--- config.mk ---
export PLATFORM = sky130hd
export DESIGN_NAME = recv_timeout_monitor
export DESIGN_NICKNAME = d
export VERILOG_FILES = /design/src/rtl/recv_timeout_monitor.sv
export SDC_FILE = /design/constraint.sdc
export NUM_CORES = 1
export LEC_CHECK = 0
export CAP_MARGIN = 15
export CORE_AREA = 2 2 84 86
export CTS_CLUSTER_SIZE = 25
export DETAILED_ROUTE_END_ITERATION = 12
export DIE_AREA = 0 0 86 88
export PLACE_DENSITY = 0.78
export SETUP_SLACK_MARGIN = 0.15
export SLEW_MARGIN = 10
export SYNTH_ARGS = -nofsm -noshare
export SYNTH_HDL_FRONTEND = slang
export SYNTH_SLANG_ARGS = --single-unit
--- constraint.sdc ---
create_clock -name clk -period 3.65 [get_ports clk]
set_input_delay 0.5475 -clock clk [delete_from_list [all_inputs] [get_ports clk]]
set_output_delay 0.5475 -clock clk [all_outputs]
set_load 0.01 [all_outputs]
--- src/rtl/recv_timeout_monitor.sv ---
`default_nettype none
// ============================================================================
// Module   : recv_timeout_monitor
// Purpose  : UDP receive-path support block. It provides a programmable-width
//            inactivity timer and an optional post-trigger probe capture
//            buffer for readback.
//            The capture buffer is built only when RECV_MON_CAPTURE_EN is
//            defined. Otherwise cap_armed, cap_done and rd_data are tied to 0.
// Revision : 1.0 - initial release
// ============================================================================
module recv_timeout_monitor #(
  parameter int TIMER_WIDTH = 12,
  parameter int CAP_AW      = 6
) (
  input  logic                   clk,
  input  logic                   reset,
  input  logic                   timer_clear,
  input  logic                   timer_enable,
  output logic                   timer_out,
  output logic [TIMER_WIDTH-1:0] timer_count,
  input  logic                   cap_arm,
  input  logic [7:0]             probe0,
  input  logic                   probe1,
  input  logic                   probe2,
  input  logic                   probe3,
  input  logic [2:0]             probe4,
  input  logic [15:0]            probe5,
  input  logic [47:0]            probe6,
  input  logic [15:0]            probe7,
  output logic                   cap_armed,
  output logic                   cap_done,
  input  logic [CAP_AW-1:0]      rd_addr,
  output logic [93:0]            rd_data
);

  localparam logic [TIMER_WIDTH-1:0] TMR_ONE = TIMER_WIDTH'(1);

  logic [TIMER_WIDTH-1:0] count_q;
  logic                   tmo_q;

  // Timer: clear dominates enable; the terminal enabled edge wraps to zero
  // and raises a single-cycle timeout pulse.
  always_ff @(posedge clk or posedge reset) begin
    if (reset) begin
      count_q <= '0;
      tmo_q   <= 1'b0;
    end else if (timer_clear) begin
      count_q <= '0;
      tmo_q   <= 1'b0;
    end else if (timer_enable) begin
      if (&count_q) begin
        count_q <= '0;
        tmo_q   <= 1'b1;
      end else begin
        count_q <= count_q + TMR_ONE;
        tmo_q   <= 1'b0;
      end
    end else begin
      tmo_q <= 1'b0;
    end
  end

  assign timer_out   = tmo_q;
  assign timer_count = count_q;

`ifdef RECV_MON_CAPTURE_EN

  localparam int              DEPTH   = 1 << CAP_AW;
  localparam logic [CAP_AW-1:0] PTR_ONE = CAP_AW'(1);

  typedef enum logic [1:0] {
    ST_IDLE    = 2'd0,
    ST_ARMED   = 2'd1,
    ST_CAPTURE = 2'd2,
    ST_DONE    = 2'd3
  } cap_state_t;

  cap_state_t        state_q;
  logic [CAP_AW-1:0] ptr_q;
  logic              armed_q;
  logic              done_q;
  logic [93:0]       rd_data_q;
  logic [93:0]       mem_q [0:DEPTH-1];

  logic [93:0]       w_sample;
  logic              w_wr_en;

  // Packed probe sample. probe0 occupies the least-significant byte.
  assign w_sample = {probe7, probe6, probe5, probe4, probe3, probe2, probe1, probe0};

  // The trigger edge writes address 0. The pointer is 0 whenever the FSM sits
  // in ARMED, so one write port addressed by the pointer covers both cases.
  assign w_wr_en = ((state_q == ST_ARMED) && probe1) || (state_q == ST_CAPTURE);

  // Capture memory. It has no reset, and its contents are meaningful only once
  // the capture is done.
  always_ff @(posedge clk) begin
    if (w_wr_en) begin
      mem_q[ptr_q] <= w_sample;
    end
  end

  // Capture FSM. Arm requests are ignored while waiting or capturing.
  always_ff @(posedge clk or posedge reset) begin
    if (reset) begin
      state_q <= ST_IDLE;
      ptr_q   <= '0;
      armed_q <= 1'b0;
      done_q  <= 1'b0;
    end else begin
      case (state_q)
        ST_IDLE: begin
          if (cap_arm) begin
            state_q <= ST_ARMED;
            armed_q <= 1'b1;
          end
        end
        ST_ARMED: begin
          if (probe1) begin
            state_q <= ST_CAPTURE;
            ptr_q   <= PTR_ONE;
          end
        end
        ST_CAPTURE: begin
          if (&ptr_q) begin
            state_q <= ST_DONE;
            ptr_q   <= '0;
            armed_q <= 1'b0;
            done_q  <= 1'b1;
          end else begin
            ptr_q <= ptr_q + PTR_ONE;
          end
        end
        ST_DONE: begin
          if (cap_arm) begin
            state_q <= ST_ARMED;
            armed_q <= 1'b1;
            done_q  <= 1'b0;
          end
        end
        default: begin
          state_q <= ST_IDLE;
          ptr_q   <= '0;
          armed_q <= 1'b0;
          done_q  <= 1'b0;
        end
      endcase
    end
  end

  // Registered readback. Data appears one cycle after the address.
  always_ff @(posedge clk or posedge reset) begin
    if (reset) begin
      rd_data_q <= '0;
    end else begin
      rd_data_q <= mem_q[rd_addr];
    end
  end

  assign cap_armed = armed_q;
  assign cap_done  = done_q;
  assign rd_data   = rd_data_q;

`else

  // Capture is not built. Its inputs are folded into a sink so that they
  // remain visibly, and intentionally, unused.
  logic unused_cap_inputs;
  assign unused_cap_inputs = ^{cap_arm, probe0, probe1, probe2, probe3,
                               probe4, probe5, probe6, probe7, rd_addr};

  assign cap_armed = 1'b0;
  assign cap_done  = 1'b0;
  assign rd_data   = '0;

`endif

endmodule
`default_nettype wire

Word-level counts from Yosys, hierarchy flattened
Index checks and enable logic that the tools add are counted.
{ "classes": {"addsub": 1, "mux": 6, "reduce_logical": 2} }
{ "op_table": {"columns": ["cell", "count"], "rows": [
  ["$mux W12", 3],
  ["$add A12 B1 Y12 const B", 1],
  ["$reduce_and A12 Y1", 1],
  ["$mux W1", 3],
  ["$reduce_bool A2 Y1", 1]
]} }
{ "totals": {"reg_bits": 13, "in_bits": 105, "output_inout_bits": 109, "elab_cells": 11} }

Longest topological paths before layout
Gate-level depths: netlist (run 1).
{ "depth": {"depth_word": 4, "mapped_depth": 4} }

Least setup slack after synthesis (run 1)
OpenSTA, ideal clock, no wires.
{ "synth_timing": {"path_type": "input to register", "startpoint": "input timer_enable", "endpoint": "register count_q[9], in the netlist timer_count[9]", "setup_time_ns": 0.078, "arrival_time_ns": 1.476, "setup_slack_ns": 2.097, "cell_stages": 4, "cell_sequence": "buf_2 o2111ai_1 or4_1 a21oi_1"} }
{ "synth_via": {"elab_chain_cells": 1} }
{ "synth_rtl": {"columns": ["element", "line_no", "source"], "rows": [
  ["from (decl)", "18", "input logic timer_enable,"],
  ["$reduce_bool A2 Y1 (no source line)", null, null],
  ["to (signal assigned)", "55", "count_q <= count_q + TMR_ONE;"],
  ["to (decl)", "38", "logic [TIMER_WIDTH-1:0] count_q;"]
]} }
No other way between the ends.
A chain may end at the register's enable or synchronous reset.

Worst setup path in the final report (run 1)
{ "layout_timing": {"startpoint": "input timer_clear", "endpoint": "register count_q[9], in the netlist timer_count[9]"} }
{ "layout_via": {"elab_chain_cells": 1} }
{ "layout_rtl": {"columns": ["element", "line_no", "source"], "rows": [
  ["from (decl)", "17", "input logic timer_clear,"],
  ["$mux W12 or $reduce_bool A2 Y1 (tied branches)", null, null]
]} }
Parallel ways exist; a longest one is shown, timed or not.

==> out/metrics.csv, run 1 <==
stage,metric,value,unit
power,NetSw,0.117,mW
global_route,grt met1 use,7.03,%
synth,Area contributors post-synth,"buf_4 51%, dfrtp_1 23%, a21oi_1 2.8%",
sta,"Period Utilization, post-route",56.3,%
drt,Iteration-0 DRC Markers,50,
layout,Final Core Density,20.3,%
synth,mapped cell area,1420,um^2
sta,setup TNS,0,ns
cts,H-tree levels,1,
synth,post-synthesis sequential area ratio,22.8,%
floorplanning,die height,88,um
synth,synthesis-stage register bit count,13,
global_route,met3 GRT Util,4.15,%
sta,Max Transition Viols Final,0,
synth,Post-Synthesis Cells,167,
floorplanning,Initial Util,21.4,%
global_route,vias in the first global route,667,
place,IO Port Bufs,16,
sta,max frequency,0.487,GHz
cts,clock sink total,13,
sta,final clock skew,0.00298,ns
floorplanning,Die ar.,7570,um^2
sta,unrepaired setup endpoints after global routing,no,
synth,Synth async-reset ratio,100,%
synth,Synth cell types,26,
synth,syn_area_per_cell,8.53,um^2
place,Placed Area,1300,um^2
place,Placed Cells,259,
cts,post_cts resized,0,
synth,prevailing post-synth register cell,dfrtp_1,
cts,CTS buffer count,3,
layout,Final Non-Filler Cells,263,
drt,Detailed Routing Iterations Pass 1,4,
power,switching share of power,33.4,%
power,Pleak,0.682,nW
floorplanning,I/O pin cnt,214,
hold_path,hold depth,2,
global_route,met2 Usage GRT,8.74,%
power,Combinational Power Share,19.2,%
critical_path,Reg2Reg Depth,4,
cts,clock transition at the registers of the reported paths,0.06,ns
run,MaxCap Viol Count,0,
critical_path,CP required,3.82,ns
power,power density over cell area,259,nW/um^2
critical_path,Worst Path Arrival,2.23,ns
sta,measured slew at the worst slew-check pin,0.629,ns
power,total power draw,0.349,mW
sta,Final Hold Vio Count,0,
drt,drt wl/cell,8.96,um
cts,Clock Latency Late Sink,0.24,ns
critical_path,endpoint class of the critical path,flop,
global_route,first-pass GRT wire length,3410,um
drt,drt total wl,2360,um
cts,CTS max path bufs,2,
drt,via count,926,
power,Int Power,0.233,mW
global_route,initial antenna violation count,0,
layout,Layout Nets,290,
global_route,total gr overflow,0,
floorplanning,width of the die,86,um
power,Max VDD drop,0.0000949,V
cts,clk root buf,clkbuf_8,
cts,hold buffer count at cts,0,
place,Placer Congestion,0.834,
floorplanning,core box area,6640,um^2
sta,Relative slew margins,57.6,%
cts,CTS tree,built,
critical_path,Startpoint Class,input pin,
drt,number of nets with antenna violations after routing,0,
floorplanning,Rows,30,
critical_path,critical path peak fanout,10,
place,DPL Wire Length,1820,um
synth,top-count cell post-synth,buf_4,
power,Reg power frac,42.9,%
global_route,largest net degree at the start of global routing,14,
cts,number of setup buffers added after CTS,0,
drt,number of remaining DRC errors,0,
layout,layout cells sized above 1,3.83,%
sta,count of final setup violators,0,
synth,Commonest cells post-synth,"97 x buf_4, 13 x dfrtp_1, 8 x a21oi_1",
layout,final instance area,1350,um^2
power,share of total power in the clock network,38.0,%
drt,via-per-instance ratio,3.52,
synth,top cell type's share of synthesized area,51.1,%
synth,"EDFF count, synth",0,
synth,Yosys Warn Count,0,
global_route,grt peak-use layer,met2,
layout,Layout area overhead,-5.36,%
layout,# diodes,0,
synth,largest area contributor in the netlist,buf_4,
global_route,GRT Resource Usage Total,5.85,%
run_status,status,"finished, final reports clean",
hold_path,min-delay worst type,flop to flop,
sta,Final min period,2.05,ns
critical_path,WS Path Type,input pin to flop,
## power by group through the flow
stage / clock network (mW) / logic (mW) / registers [mW]
6_report: 0.133 / 0.0670 / 0.150
5_1_grt: 0.144 / 0.0758 / 0.150
4_1_cts: 0.133 / 0.0648 / 0.150
3_5_place_dp: 0 / 0.0646 / 0.152
3_3_place_gp: 0 / 0.0640 / 0.152
2_1_floorplan: 0 / 0.131 / 0.152
## stage by stage
| stage | hold WS, ns | setup slack (ns) |
|---|---|---|
| 2_1_floorplan | 0.424 | 2.10 |
| 3_3_place_gp | 0.561 | 1.38 |
| 3_5_place_dp | 0.578 | 1.36 |
| 4_1_cts | 0.586 | 1.60 |
| 5_1_grt | 0.620 | 1.48 |
| 6_report | 0.581 | 1.60 |
## cell families (layout without fill, tap and decap cells)
logic type / after synthesis / count (layout) / share of synthesized area (%)
buffers and inverters: 102 / 23 / 52.6
AND/OR/NAND/NOR: 26 / 26 / 11.2
AO/OA/AOI/OAI: 21 / 21 / 10.3
flip-flops: 13 / 13 / 22.8
XOR/XNOR: 3 / 3 / 1.85
adder cells (fa/ha/maj): 1 / 1 / 0.879
other: 1 / 96 / 0.263
## flip-flops by register name, summed over array words and instances (netlist names)
name         cells
timer_out        1
timer_count     12
## routing by layer
layer,vias to the layer above,wire [um]
li1,398,-
met1,420,877
met2,108,978
met3,0,500
met4,0,0
met5,-,0
## layout make-up
cell class | count | area (um^2)
flip-flops and latches | 13 | 325
inverters | 3 | 11.3
clock buffers | 4 | 45.0
well taps | 80 | 100
multi-input cells | 147 | 706
fillers | 711 | 5300
repair buffers | 16 | 160
## layout by cell type (no fill, tap or decap), types with 3 or more instances in the layout
| master | count |
|---|---|
| conb_1 | 96 |
| clkdlybuf4s50_1 | 16 |
| dfrtp_1 | 13 |
| a21oi_1 | 8 |
| nor2_1 | 4 |
| nand2_1 | 4 |
| or4_1 | 4 |
| or3_1 | 4 |
| inv_1 | 3 |
| xor2_1 | 3 |
| o21ai_0 | 3 |
| o31ai_1 | 3 |
| clkbuf_8 | 3 |
## worst paths after layout
check,start,endpoint,slack [ns]
setup reg to reg,timer_count[0],timer_count[8],1.94
max in group asynchronous,reset,timer_count[4],2.67
setup / recovery,timer_clear,timer_count[9],1.60
hold / removal,timer_count[9],timer_count[9],0.58
min in group asynchronous,reset,timer_out,0.64
hold reg to reg,timer_count[9],timer_count[9],0.58
## critical path, stage by stage
cell,delay (ns)
clkdlybuf4s50_1,0.71
o2111ai_1,0.34
or4_1,0.48
a21oi_1,0.14
Power figures use the tool's default switching activity.
==> inputs of run 2 (changes only) <==
--- a/config.mk
+++ b/config.mk
@@ -6,11 +6,12 @@
 export NUM_CORES = 1
 export LEC_CHECK = 0
 export CAP_MARGIN = 15
-export CORE_AREA = 2 2 84 86
+export CORE_ASPECT_RATIO = 2
+export CORE_MARGIN = 2
+export CORE_UTILIZATION = 21
 export CTS_CLUSTER_SIZE = 25
 export DETAILED_ROUTE_END_ITERATION = 12
-export DIE_AREA = 0 0 86 88
-export PLACE_DENSITY = 0.78
+export PLACE_DENSITY = 0.79
 export SETUP_SLACK_MARGIN = 0.15
 export SLEW_MARGIN = 10
 export SYNTH_ARGS = -nofsm -noshare
==> constraint.sdc (replaced) <==
create_clock -name clk -period 1.7 [get_ports clk]
set_input_delay 0.255 -clock clk [delete_from_list [all_inputs] [get_ports clk]]
set_output_delay 0.255 -clock clk [all_outputs]
set_load 0.01 [all_outputs]
==> out/metrics.csv, run 2 (synthesis results as in run 1) <==
stage,metric,value,unit,change
place,IO Port Bufs,16,,unchanged
global_route,largest net degree at the start of global routing,14,,unchanged
floorplanning,core box area,6570,um^2,was 6640 um^2
drt,number of nets with antenna violations after routing,0,,unchanged
cts,clk root buf,clkbuf_16,,was clkbuf_8
sta,unrepaired setup endpoints after global routing,yes,,was no
hold_path,min-delay worst type,input pin to async pin,,was flop to flop
critical_path,CP required,1.44,ns,was 3.82 ns
sta,Final Hold Vio Count,0,,unchanged
critical_path,Buf/Inv on CP,1,,unchanged
drt,via-per-instance ratio,3.67,,was 3.52
cts,Clock Latency Late Sink,0.24,ns,about the same
drt,via count,1042,,was 926
drt,Iteration-0 DRC Markers,12,,was 50
critical_path,Startpoint Class,flop,,was input pin
critical_path,Crit path max-delay family,buffers and inverters,,unchanged
place,Placer Congestion,0.807,,was 0.834
critical_path,Worst Path Arrival,1.27,ns,was 2.23 ns
cts,clock sink total,13,,unchanged
sta,Max Transition Viols Final,0,,unchanged
global_route,GRT Resource Usage Total,6.61,%,was 5.85%
sta,Relative slew margins,65.7,%,was 57.6%
sta,measured slew at the worst slew-check pin,0.514,ns,was 0.629 ns
layout,max reg flops,12,,unchanged
sta,Final min period,1.52,ns,
critical_path,Crit path largest cell delay,0.58,ns,was 0.71 ns
floorplanning,I/O pin cnt,214,,unchanged
power,power density over cell area,616,nW/um^2,was 259 nW/um^2
cts,CTS tree,built,,unchanged
power,Max VDD drop,0.000651,V,was 0.0000949 V
sta,final clock skew,0.00139,ns,was 0.00298 ns
floorplanning,width of the die,62.2,um,was 86 um
place,DPL Wire Length,2180,um,was 1820 um
sta,max frequency,0.658,GHz,
layout,Layout area overhead,5.80,%,was -5.36%
global_route,total gr overflow,0,,unchanged
power,Pleak,0.803,nW,was 0.682 nW
critical_path,endpoint class of the critical path,output port,,was flop
cts,CTS max path bufs,2,,unchanged
floorplanning,Rows,42,,was 30
sta,count of final setup violators,0,,unchanged
global_route,vias in the first global route,847,,was 667
cts,clock transition at the registers of the reported paths,0.05,ns,was 0.06 ns
drt,Detailed Routing Iterations Pass 1,5,,was 4
critical_path,CP Cell Sequence,clkdlybuf4s50_1,,was clkdlybuf4s50_1 > o2111ai_1 > or4_1 > a21oi_1
drt,number of remaining DRC errors,0,,unchanged
drt,drt total wl,2740,um,was 2360 um
sta,setup TNS,0,ns,unchanged
cts,H-tree levels,1,,unchanged
cts,CTS buffer count,3,,unchanged
floorplanning,Initial Util,21.7,%,was 21.4%
global_route,first-pass GRT wire length,3910,um,was 3410 um
layout,# diodes,0,,unchanged
layout,Final Core Density,22.9,%,was 20.3%
critical_path,slowest CP cell,clkdlybuf4s50_1,,unchanged
layout,Layout Nets,303,,was 290
layout,"commonest cells after routing, fill and taps aside","96 x conb_1, 13 x buf_4, 11 x clkdlybuf4s50_1",,"was 96 x conb_1, 16 x clkdlybuf4s50_1, 13 x dfrtp_1"
layout,final instance area,1510,um^2,was 1350 um^2
layout,layout cells sized above 1,12.8,%,was 3.83%
run_status,status,"finished, final reports clean",,unchanged
layout,"leading cell type in the layout, fill and taps excluded",conb_1,,unchanged
power,total power draw,0.928,mW,was 0.349 mW
floorplanning,Die ar.,7500,um^2,was 7570 um^2
place,Placed Area,1400,um^2,was 1300 um^2
critical_path,WS Path Type,flop to output port,,was input pin to flop
floorplanning,die height,120,um,was 88 um
critical_path,critical path peak fanout,7,,was 10
global_route,initial antenna violation count,0,,unchanged
drt,drt wl/cell,9.65,um,was 8.96 um
run,MaxCap Viol Count,0,,unchanged
layout,Fill cells,718,,was 711
sta,WHS,0.371,ns,was 0.581 ns
sta,"Period Utilization, post-route",89.4,%,
-- run 2: changes by cell type in the layout (fill, tap and decap cells not counted) --
cell             change
dlymetal6s2s_1       +3
o2111ai_1            -1
o2111ai_2            +1
dfrtp_2              +3
ha_1                 -1
buf_4               +13
dfrtp_1              -3
dlygate4sd2_1        +2
clkbuf_8             -3
clkdlybuf4s50_1      -5
ha_2                 +1
clkbuf_16            +3
-- run 2: power breakdown --
group | internal, mW | switching, mW
clock network | 0.316 | 0.129
registers | 0.315 | 0.00325
logic | 0.0325 | 0.132
-- run 2: layout make-up --
| cell class | instances | area (um^2) | area share (%) |
|---|---|---|---|
| Timing Repair Buffer | 29 | 263 | 17.4 |
| Sequential cell | 13 | 329 | 21.8 |
| Clock buffer | 4 | 78.8 | 5.23 |
| Multi-Input combinational cell | 147 | 714 | 47.4 |
| Tap cell | 88 | 110 | 7.31 |
| Inverter | 3 | 11.3 | 0.748 |
-- run 2: repair_timing --
action / CTS / global route
setup buffers: 0 / 1
hold buffers: 0 / 0
gates resized for setup: 5 / 5
pin swaps: 0 / 1
setup endpoints to repair: 6 / 12
-- run 2: final timing paths --
kind                                  from              end  slack [ns]  cells after the start
min                                  reset   timer_count[6]        0.37                      2
min reg2reg                timer_count[11]  timer_count[11]        0.59                      2
max reg2reg                 timer_count[0]   timer_count[8]        0.20                      4
min in group clk              timer_enable   timer_count[2]        0.58                      5
max in group asynchronous            reset   timer_count[2]        0.96                      2
max                         timer_count[3]   timer_count[3]        0.18                      1
-- run 2: metrics by stage --
stage / std cells / setup WS (ns)
final: 284 / 0.180
after global routing: 284 / 0.113
after CTS: 283 / 0.124
after detailed placement: 279 / -0.109
after floorplan: 262 / 0.199
after global placement: 279 / -0.0576
-- run 2: layer usage --
layer	track usage (%)	wire (um)	vias up
met1	5.91	849	471
met3	1.58	429	10
met2	12.6	1370	136
li1	-	-	425
met4	4.86	87	0
met5	0	0	-
==> inputs of run 3 (changes only) <==
--- a/config.mk
+++ b/config.mk
@@ -17,3 +17,4 @@
 export SYNTH_ARGS = -nofsm -noshare
 export SYNTH_HDL_FRONTEND = slang
 export SYNTH_SLANG_ARGS = --single-unit
+export TNS_END_PERCENT = 10
==> out/metrics.csv, run 3 (synthesis results as in run 1) <==
stage,metric,value,unit,change
sta,count of final setup violators,0,,unchanged
sta,unrepaired setup endpoints after global routing,yes,,unchanged
sta,Max Transition Viols Final,0,,unchanged
cts,Clock Latency Late Sink,0.24,ns,about the same
drt,drt wl/cell,9.61,um,was 9.65 um
drt,Detailed Routing Iterations Pass 1,4,,was 5
place,Placed Area,1400,um^2,unchanged
critical_path,"reg-to-reg slack, setup",0.16,ns,was 0.20 ns
drt,via-per-instance ratio,3.62,,was 3.67
layout,layout cells sized above 1,11.7,%,was 12.8%
critical_path,Reg2Reg Depth,4,,unchanged
sta,final clock skew,0.00119,ns,was 0.00139 ns
floorplanning,I/O pin cnt,214,,unchanged
place,IO Port Bufs,16,,unchanged
cts,clock transition at the registers of the reported paths,0.05,ns,about the same
cts,H-tree levels,1,,unchanged
critical_path,CP required,1.44,ns,about the same
critical_path,Worst Path Arrival,1.33,ns,was 1.27 ns
layout,Final Non-Filler Cells,284,,unchanged
drt,drt total wl,2730,um,was 2740 um
layout,final instance area,1500,um^2,was 1510 um^2
global_route,total gr overflow,0,,unchanged
drt,number of remaining DRC errors,0,,unchanged
sta,Relative slew margins,65.7,%,about the same
critical_path,endpoint class of the critical path,output port,,unchanged
power,power density over cell area,621,nW/um^2,was 616 nW/um^2
cts,CTS max path bufs,2,,unchanged
floorplanning,Initial Util,21.7,%,unchanged
place,DPL Wire Length,2180,um,unchanged
power,Int Power,0.665,mW,was 0.663 mW
layout,Layout Nets,303,,unchanged
power,Max VDD drop,0.000653,V,was 0.000651 V
power,total power draw,0.931,mW,was 0.928 mW
layout,max reg flops,12,,unchanged
global_route,vias in the first global route,847,,unchanged
floorplanning,core box area,6570,um^2,unchanged
power,Pleak,0.757,nW,was 0.803 nW
sta,max frequency,0.631,GHz,was 0.658 GHz
floorplanning,Die ar.,7500,um^2,unchanged
critical_path,RR Endpoint,timer_count[8],,unchanged
run_status,status,"finished, final reports clean",,unchanged
cts,hold buffer count at cts,0,,unchanged
place,Placer Congestion,0.807,,unchanged
layout,Final Core Density,22.8,%,was 22.9%
cts,clk root buf,clkbuf_16,,unchanged
critical_path,Startpoint Class,flop,,unchanged
layout,Layout area overhead,5.18,%,was 5.80%
critical_path,critical path peak fanout,6,,was 7
cts,clock sink total,13,,unchanged
layout,"leading cell type in the layout, fill and taps excluded",conb_1,,unchanged
layout,Fill cells,715,,was 718
critical_path,r2r startpoint,timer_count[1],,was timer_count[0]
power,share of total power in the clock network,48.1,%,was 48.0%
critical_path,CP Cell Sequence,clkdlybuf4s50_1,,unchanged
run,MaxCap Viol Count,0,,unchanged
global_route,initial antenna violation count,0,,unchanged
power,Combinational Power Share,17.8,%,was 17.7%
floorplanning,die height,120,um,unchanged
place,Placed Cells,279,,unchanged
hold_path,min-delay worst type,input pin to async pin,,unchanged
cts,CTS tree,built,,unchanged
global_route,largest net degree at the start of global routing,14,,unchanged
layout,# diodes,0,,unchanged
critical_path,WS Path Type,flop to output port,,unchanged
critical_path,Crit path largest cell delay,0.61,ns,was 0.58 ns
power,switching share of power,28.6,%,was 28.5%
critical_path,slowest CP cell,clkdlybuf4s50_1,,unchanged
power,NetSw,0.266,mW,was 0.265 mW
drt,via count,1028,,was 1042
sta,Final Hold Vio Count,0,,unchanged
drt,Iteration-0 DRC Markers,27,,was 12
drt,number of nets with antenna violations after routing,0,,unchanged
sta,Final min period,1.58,ns,was 1.52 ns
global_route,first-pass GRT wire length,3910,um,unchanged
critical_path,Crit path max-delay family,buffers and inverters,,unchanged
cts,CTS buffer count,3,,unchanged
sta,WHS,0.370,ns,was 0.371 ns
critical_path,Buf/Inv on CP,1,,unchanged
power,Reg power frac,34.1,%,was 34.2%
layout,"commonest cells after routing, fill and taps aside","96 x conb_1, 16 x clkdlybuf4s50_1, 13 x buf_4",,"was 96 x conb_1, 13 x buf_4, 11 x clkdlybuf4s50_1"
floorplanning,Rows,42,,unchanged
global_route,GRT Resource Usage Total,6.61,%,unchanged
floorplanning,width of the die,62.2,um,unchanged
sta,"Period Utilization, post-route",93.2,%,was 89.4%
sta,measured slew at the worst slew-check pin,0.514,ns,about the same
-- run 3: cell count changes in the layout (fill, tap and decap cells not counted) --
| cell | change |
|---|---|
| dlygate4sd2_1 | -2 |
| ha_2 | -1 |
| ha_1 | +1 |
| clkdlybuf4s50_1 | +5 |
| dfrtp_2 | -1 |
| dfrtp_1 | +1 |
| dlymetal6s2s_1 | -3 |
-- run 3: final cells by class --
class,instances,area [um^2],share of cell area [%]
multi-input cells,147,712,47.5
flip-flops and latches,13,328,21.9
repair buffers,29,258,17.2
well taps,88,110,7.35
clock buffers,4,78.8,5.26
inverters,3,11.3,0.752
-- run 3: layer usage --
| layer | global-route usage (%) | share of wire [%] | wire [um] | vias up |
|---|---|---|---|---|
| met2 | 12.6 | 50 | 1350 | 129 |
| met3 | 1.58 | 16 | 439 | 10 |
| li1 | - | - | - | 425 |
| met5 | 0 | 0 | 0 | - |
| met1 | 5.91 | 31 | 840 | 464 |
| met4 | 4.86 | 3.6 | 97 | 0 |
-- run 3: timing repair --
| action | CTS | global route |
|---|---|---|
| endpoints found under the setup margin | 6 | 16 |
| pin swaps | 0 | 0 |
| setup buffers | 0 | 1 |
| resized for setup | 1 | 2 |
-- run 3: power by group through the flow --
stage / clock network (mW) / registers [mW] / logic, mW
after floorplan: 0 / 0.326 / 0.282
after global placement: 0 / 0.322 / 0.159
after detailed placement: 0 / 0.322 / 0.160
after CTS: 0.445 / 0.318 / 0.161
after global routing: 0.463 / 0.318 / 0.179
final: 0.447 / 0.318 / 0.166
-- run 3: how the worst max path moves through the flow --
stage,end,startpoint,cells past startpoint
floorplan,timer_count[1],timer_count[0],4
CTS,timer_count[4],timer_count[4],1
detailed placement,timer_count[9],timer_enable,4
global placement,timer_count[9],timer_enable,4
finish,timer_count[4],timer_count[4],1
global route,timer_count[10],timer_count[1],4
-- run 3: metrics by stage --
stage                     TNS (ns)  setup WS [ns]
final                            0          0.116
after global routing             0         0.0556
after CTS                        0          0.100
after detailed placement    -0.251         -0.109
after global placement     -0.0840        -0.0576
after floorplan                  0          0.199
==> RTL change 1: new RTL, flow settings as in run 2 <==
`TIMER_WIDTH`: 12 -> 18.
--- a/src/rtl/recv_timeout_monitor.sv
+++ b/src/rtl/recv_timeout_monitor.sv
@@ -11,3 +11,3 @@
 module recv_timeout_monitor #(
-  parameter int TIMER_WIDTH = 12,
+  parameter int TIMER_WIDTH = 18,
   parameter int CAP_AW      = 6
Ports: changed (resized timer_count); port bits go from 214 to 220. The function was not compared with the original's and may differ.
==> RTL change 1 against run 2 <==
- final area grew 39%
- clock skew grew 0.61 ps
- routed wire length grew 36%
- count of clock-buffer cells in the layout is the same
- sequential cell count grew 6
- non-clock buffer count grew 20
- highest routed layer unchanged
- total power grew 22%
- largest cell class unchanged
- first-iteration DRC count grew to 2.8 times the old value
- synthesized cell count grew 26%
- synthesized area grew 25%
- setup slack lost 32 ps
- register-to-register slack lost 50 ps
- utilization grew 2.2 points
==> RTL change 1: results (changes against run 2) <==
metric	value	unit	change
status	completed		unchanged
grt_max_degree	20		was 14
drive_gt1_frac	0.189		was 0.128
first_pass_iters	5		unchanged
grtUsageMet2	0.143		was 0.126
use_met1	0.0781		was 0.0591
grtUsageMet3	0.0173		was 0.0158
clock_skew	2.00	ps	was 1.39 ps
worst-path-max-fanout	11		was 7
netlist_top_cells_area	buf_4, dfrtp_1, xnor2_1		was buf_4, dfrtp_1, a21oi_1
vias_per_cell	3.87		was 3.67
leakagePower	1.07	nW	was 0.803 nW
wirelength	3730	um	was 2740 um
place.port_buffers	22		was 16
cts_inserted_buffers	3		unchanged
fin_nets	366		was 303
largest_register_ffs	18		was 12
cp_data_arrival_time	1680	ps	was 1270 ps
grt_pass1_vias	1235		was 847
grt.total_usage	0.0758		was 0.0661
rrSetupSlack	150	ps	was 200 ps
nFillCells	882		was 718
reg2reg_depth	6		was 4
ys_types	37		was 26
drt_iter0_drc	34		was 12
peakVddDrop	0.000276	V	was 0.000651 V
dpl.hpwl	2940	um	was 2180 um
synthTopCellsByCount	buf_4, dfrtp_1, nor2_1		was buf_4, dfrtp_1, a21oi_1
grt_pass1_wl	5760	um	was 3910 um
ys_seq_area_frac	0.266		was 0.228
ant_nets	0		unchanged
min_path_type	in -> async		unchanged
cts-root-buf	clkbuf_16		unchanged
place.gp.congestion	0.833		was 0.807
-- RTL change 1: cell count changes in the layout (fill, tap and decap cells not counted), moves of 4 or more --
cell / delta
buf_4: +13
nor2_1: +12
a21oi_1: -7
xnor2_1: +7
inv_1: +5
dfrtp_2: +4
nand4_1: +4
nor4_1: +4
or3_1: -4
-- RTL change 1: final cells by class --
class | instances | share of cell area
clock buffers | 4 | 0.0378
inverters | 9 | 0.0162
multi-input cells | 178 | 0.442
flip-flops and latches | 19 | 0.232
well taps | 98 | 0.0588
repair buffers | 49 | 0.213
-- RTL change 1: timing repair --
action,in CTS,in global routing
gates cloned,0,0
buffers inserted,1,7
pin swaps,2,2
endpoints found under the setup margin,8,23
gates resized for setup,9,9
-- RTL change 1: metal layers --
| metal | wire length, um | vias up | share of wire |
|---|---|---|---|
| li1 | - | 600 | - |
| met1 | 1250 | 633 | 0.33 |
| met2 | 1950 | 137 | 0.52 |
| met3 | 421 | 13 | 0.11 |
| met4 | 119 | 0 | 0.032 |
| met5 | 0 | - | 0 |
-- RTL change 1: final timing paths --
kind,startpoint,to
min in group clk,timer_count[6],timer_count[6]
setup / recovery,timer_count[0],timer_count[13]
setup reg to reg,timer_count[0],timer_count[13]
hold reg to reg,timer_count[6],timer_count[6]
max in group asynchronous,reset,timer_count[4]
hold / removal,reset,timer_count[17]
-- RTL change 1: power breakdown --
group          internal (mW)  switching (mW)  leakage, nW  total (mW)
clock                  0.319           0.167       0.0382       0.486
sequential             0.457         0.00459        0.253       0.462
combinational         0.0374           0.143        0.777       0.181
total                  0.814           0.315         1.07        1.13
-- RTL change 1: cells by family (layout without fill, tap and decap cells) --
group	after synthesis	in the layout	share of synthesized area
AND/OR/NAND/NOR	53	53	0.163
flip-flops	19	19	0.266
other	1	96	0.00210
AO/OA/AOI/OAI	17	17	0.0722
adder cells (fa/ha/maj)	1	1	0.00701
buffers and inverters	109	62	0.435
XOR/XNOR	11	11	0.0540
-- RTL change 1: stage by stage --
step | utilization | std cells | instance area [um^2] | hold slack, ps | setup WS [ps]
final | 0.252 | 357 | 2090 | 334 | 148
after global routing | 0.252 | 357 | 2090 | 373 | 94.9
after floorplan | - | 306 | 2160 | 206 | 170
after CTS | 0.242 | 350 | 2010 | 353 | 147
after detailed placement | 0.230 | 345 | 1910 | 588 | -160
after global placement | 0.230 | 345 | 1910 | 567 | -95.0
-- RTL change 1: critical path, cell delays in order (launching register included) --
cell and delay, ps:
dfrtp_2 380, ha_4 150, nand3_1 80, or3_4 380, o31ai_4 230, buf_12 160, a21oi_1 40
==> RTL change 2: new RTL, config.mk and constraints of run 2 <==
Made on the original files. Register the inputs `timer_clear` and `timer_enable` before use, with the module's reset. The logic sees them one clock later. The other inputs are not delayed to match.
--- a/src/rtl/recv_timeout_monitor.sv
+++ b/src/rtl/recv_timeout_monitor.sv
@@ -37,2 +37,15 @@
 
+  logic timer_clear_q;
+  logic timer_enable_q;
+
+  always_ff @(posedge clk or posedge reset) begin
+    if (reset) begin
+      timer_clear_q  <= '0;
+      timer_enable_q <= '0;
+    end else begin
+      timer_clear_q  <= timer_clear;
+      timer_enable_q <= timer_enable;
+    end
+  end
+
   logic [TIMER_WIDTH-1:0] count_q;
@@ -46,6 +59,6 @@
       tmo_q   <= 1'b0;
-    end else if (timer_clear) begin
+    end else if (timer_clear_q) begin
       count_q <= '0;
       tmo_q   <= 1'b0;
-    end else if (timer_enable) begin
+    end else if (timer_enable_q) begin
       if (&count_q) begin
Function: changed (a bounded check fails within 4 cycles, from zero or initial values and one cycle with reset high).
==> RTL change 2 against run 2 <==
- sequential cell count up 2
- routed wire length fell by 13%
- total power is 7.3% higher
- setup slack better by 6.7 ps
- utilization fell by 0.69 points
- final area increased by 1.7%
- clock skew is 4.1 ps higher
- critical path depth unchanged
- synthesized area rose by 3.5%
==> RTL change 2: results (changes against run 2) <==
metric	value	unit	change
grtUsageMet2	0.0904		was 0.126
status	completed		unchanged
clock_skew	5.45	ps	was 1.39 ps
use_met1	0.0642		was 0.0591
place_inst	273		was 279
place.port_buffers	16		unchanged
grtUsageMet3	0.0238		was 0.0158
critPathSlowestCell	clkdlybuf4s50_1		unchanged
vias	965		was 1,042
ys_async_sr_fraction	1.00		unchanged
min_path_type	in -> async		unchanged
placed_area	0.00138	mm^2	was 0.00140 mm^2
yosys_warnings	0		unchanged
drt_iter0_drc	7		was 12
synth_ff_type	dfrtp_1		unchanged
grt_pass1_vias	733		was 847
place.gp.congestion	0.813		was 0.807
vias_per_cell	3.45		was 3.67
fin_nets	297		was 303
insertion_delay	250	ps	
synthTopCellsByCount	buf_4, dfrtp_1, a21oi_1		unchanged
synth.avg_cell_area	8.72	um^2	was 8.53 um^2
leakagePower	0.807	nW	was 0.803 nW
ys_seq_area_frac	0.255		was 0.228
clk_pin_slew_worst_paths	50	ps	about the same
pre_cts_ws	110	ps	was -109 ps
worst-slew-pin-transition	563	ps	was 514 ps
netlist_top_cells_area	buf_4, dfrtp_1, a21oi_1		unchanged
grt.total_usage	0.0604		was 0.0661
grt_pass1_wl	3590	um	was 3910 um
dpl.hpwl	1810	um	was 2180 um
post_drt_wl_per_cell	8.53	um	was 9.65 um
ctsResizeCount	6		was 5
grt_max_degree	16		was 14
peakVddDrop	0.000212	V	was 0.000651 V
nFillCells	794		was 718
worst-path-max-fanout	6		was 7
drive_gt1_frac	0.116		was 0.128
==> RTL change 2: path summary, 6_finish.rpt <==
check                           slack, ps  depth (start not counted)             from               to
worst max-delay path                  190                          1   timer_count[4]   timer_count[4]
worst min-delay path                  370                          2            reset        timer_out
worst max register to register        200                          4   timer_count[1]   timer_count[8]
worst min register to register        580                          2  timer_count[11]  timer_count[11]
max in group asynchronous             920                          2            reset   timer_count[2]
min in group clk                      440                          1      timer_clear    timer_clear_q
==> RTL change 2: cells by family after synthesis <==
group / Yosys count / share of synthesized area
flip-flops: 15 / 0.255
other: 1 / 0.00254
AO/OA/AOI/OAI: 21 / 0.0993
XOR/XNOR: 3 / 0.0178
AND/OR/NAND/NOR: 26 / 0.109
buffers and inverters: 102 / 0.508
adder cells (fa/ha/maj): 1 / 0.00849
==> RTL change 2: power by group <==
| part | switching [mW] | leakage, nW | internal, mW |
|---|---|---|---|
| combinational | 0.121 | 0.573 | 0.0263 |
| sequential | 0.0158 | 0.192 | 0.365 |
| clock | 0.153 | 0.0409 | 0.315 |
==> RTL change 2: area by class of cell <==
cell class | count | area (um^2) | area share
Clock buffer | 3 | 75.1 | 0.0490
Timing Repair Buffer | 21 | 208 | 0.136
Sequential cell | 15 | 384 | 0.251
Inverter | 3 | 11.3 | 0.00735
Multi-Input combinational cell | 147 | 736 | 0.480
Clock inverter | 1 | 5.00 | 0.00327
Tap cell | 90 | 113 | 0.0735
==> RTL change 2: routing by layer <==
layer,part of all wire,wire length (um)
met1,0.35,845
met2,0.41,979
met3,0.20,488
met4,0.032,76
met5,0,0
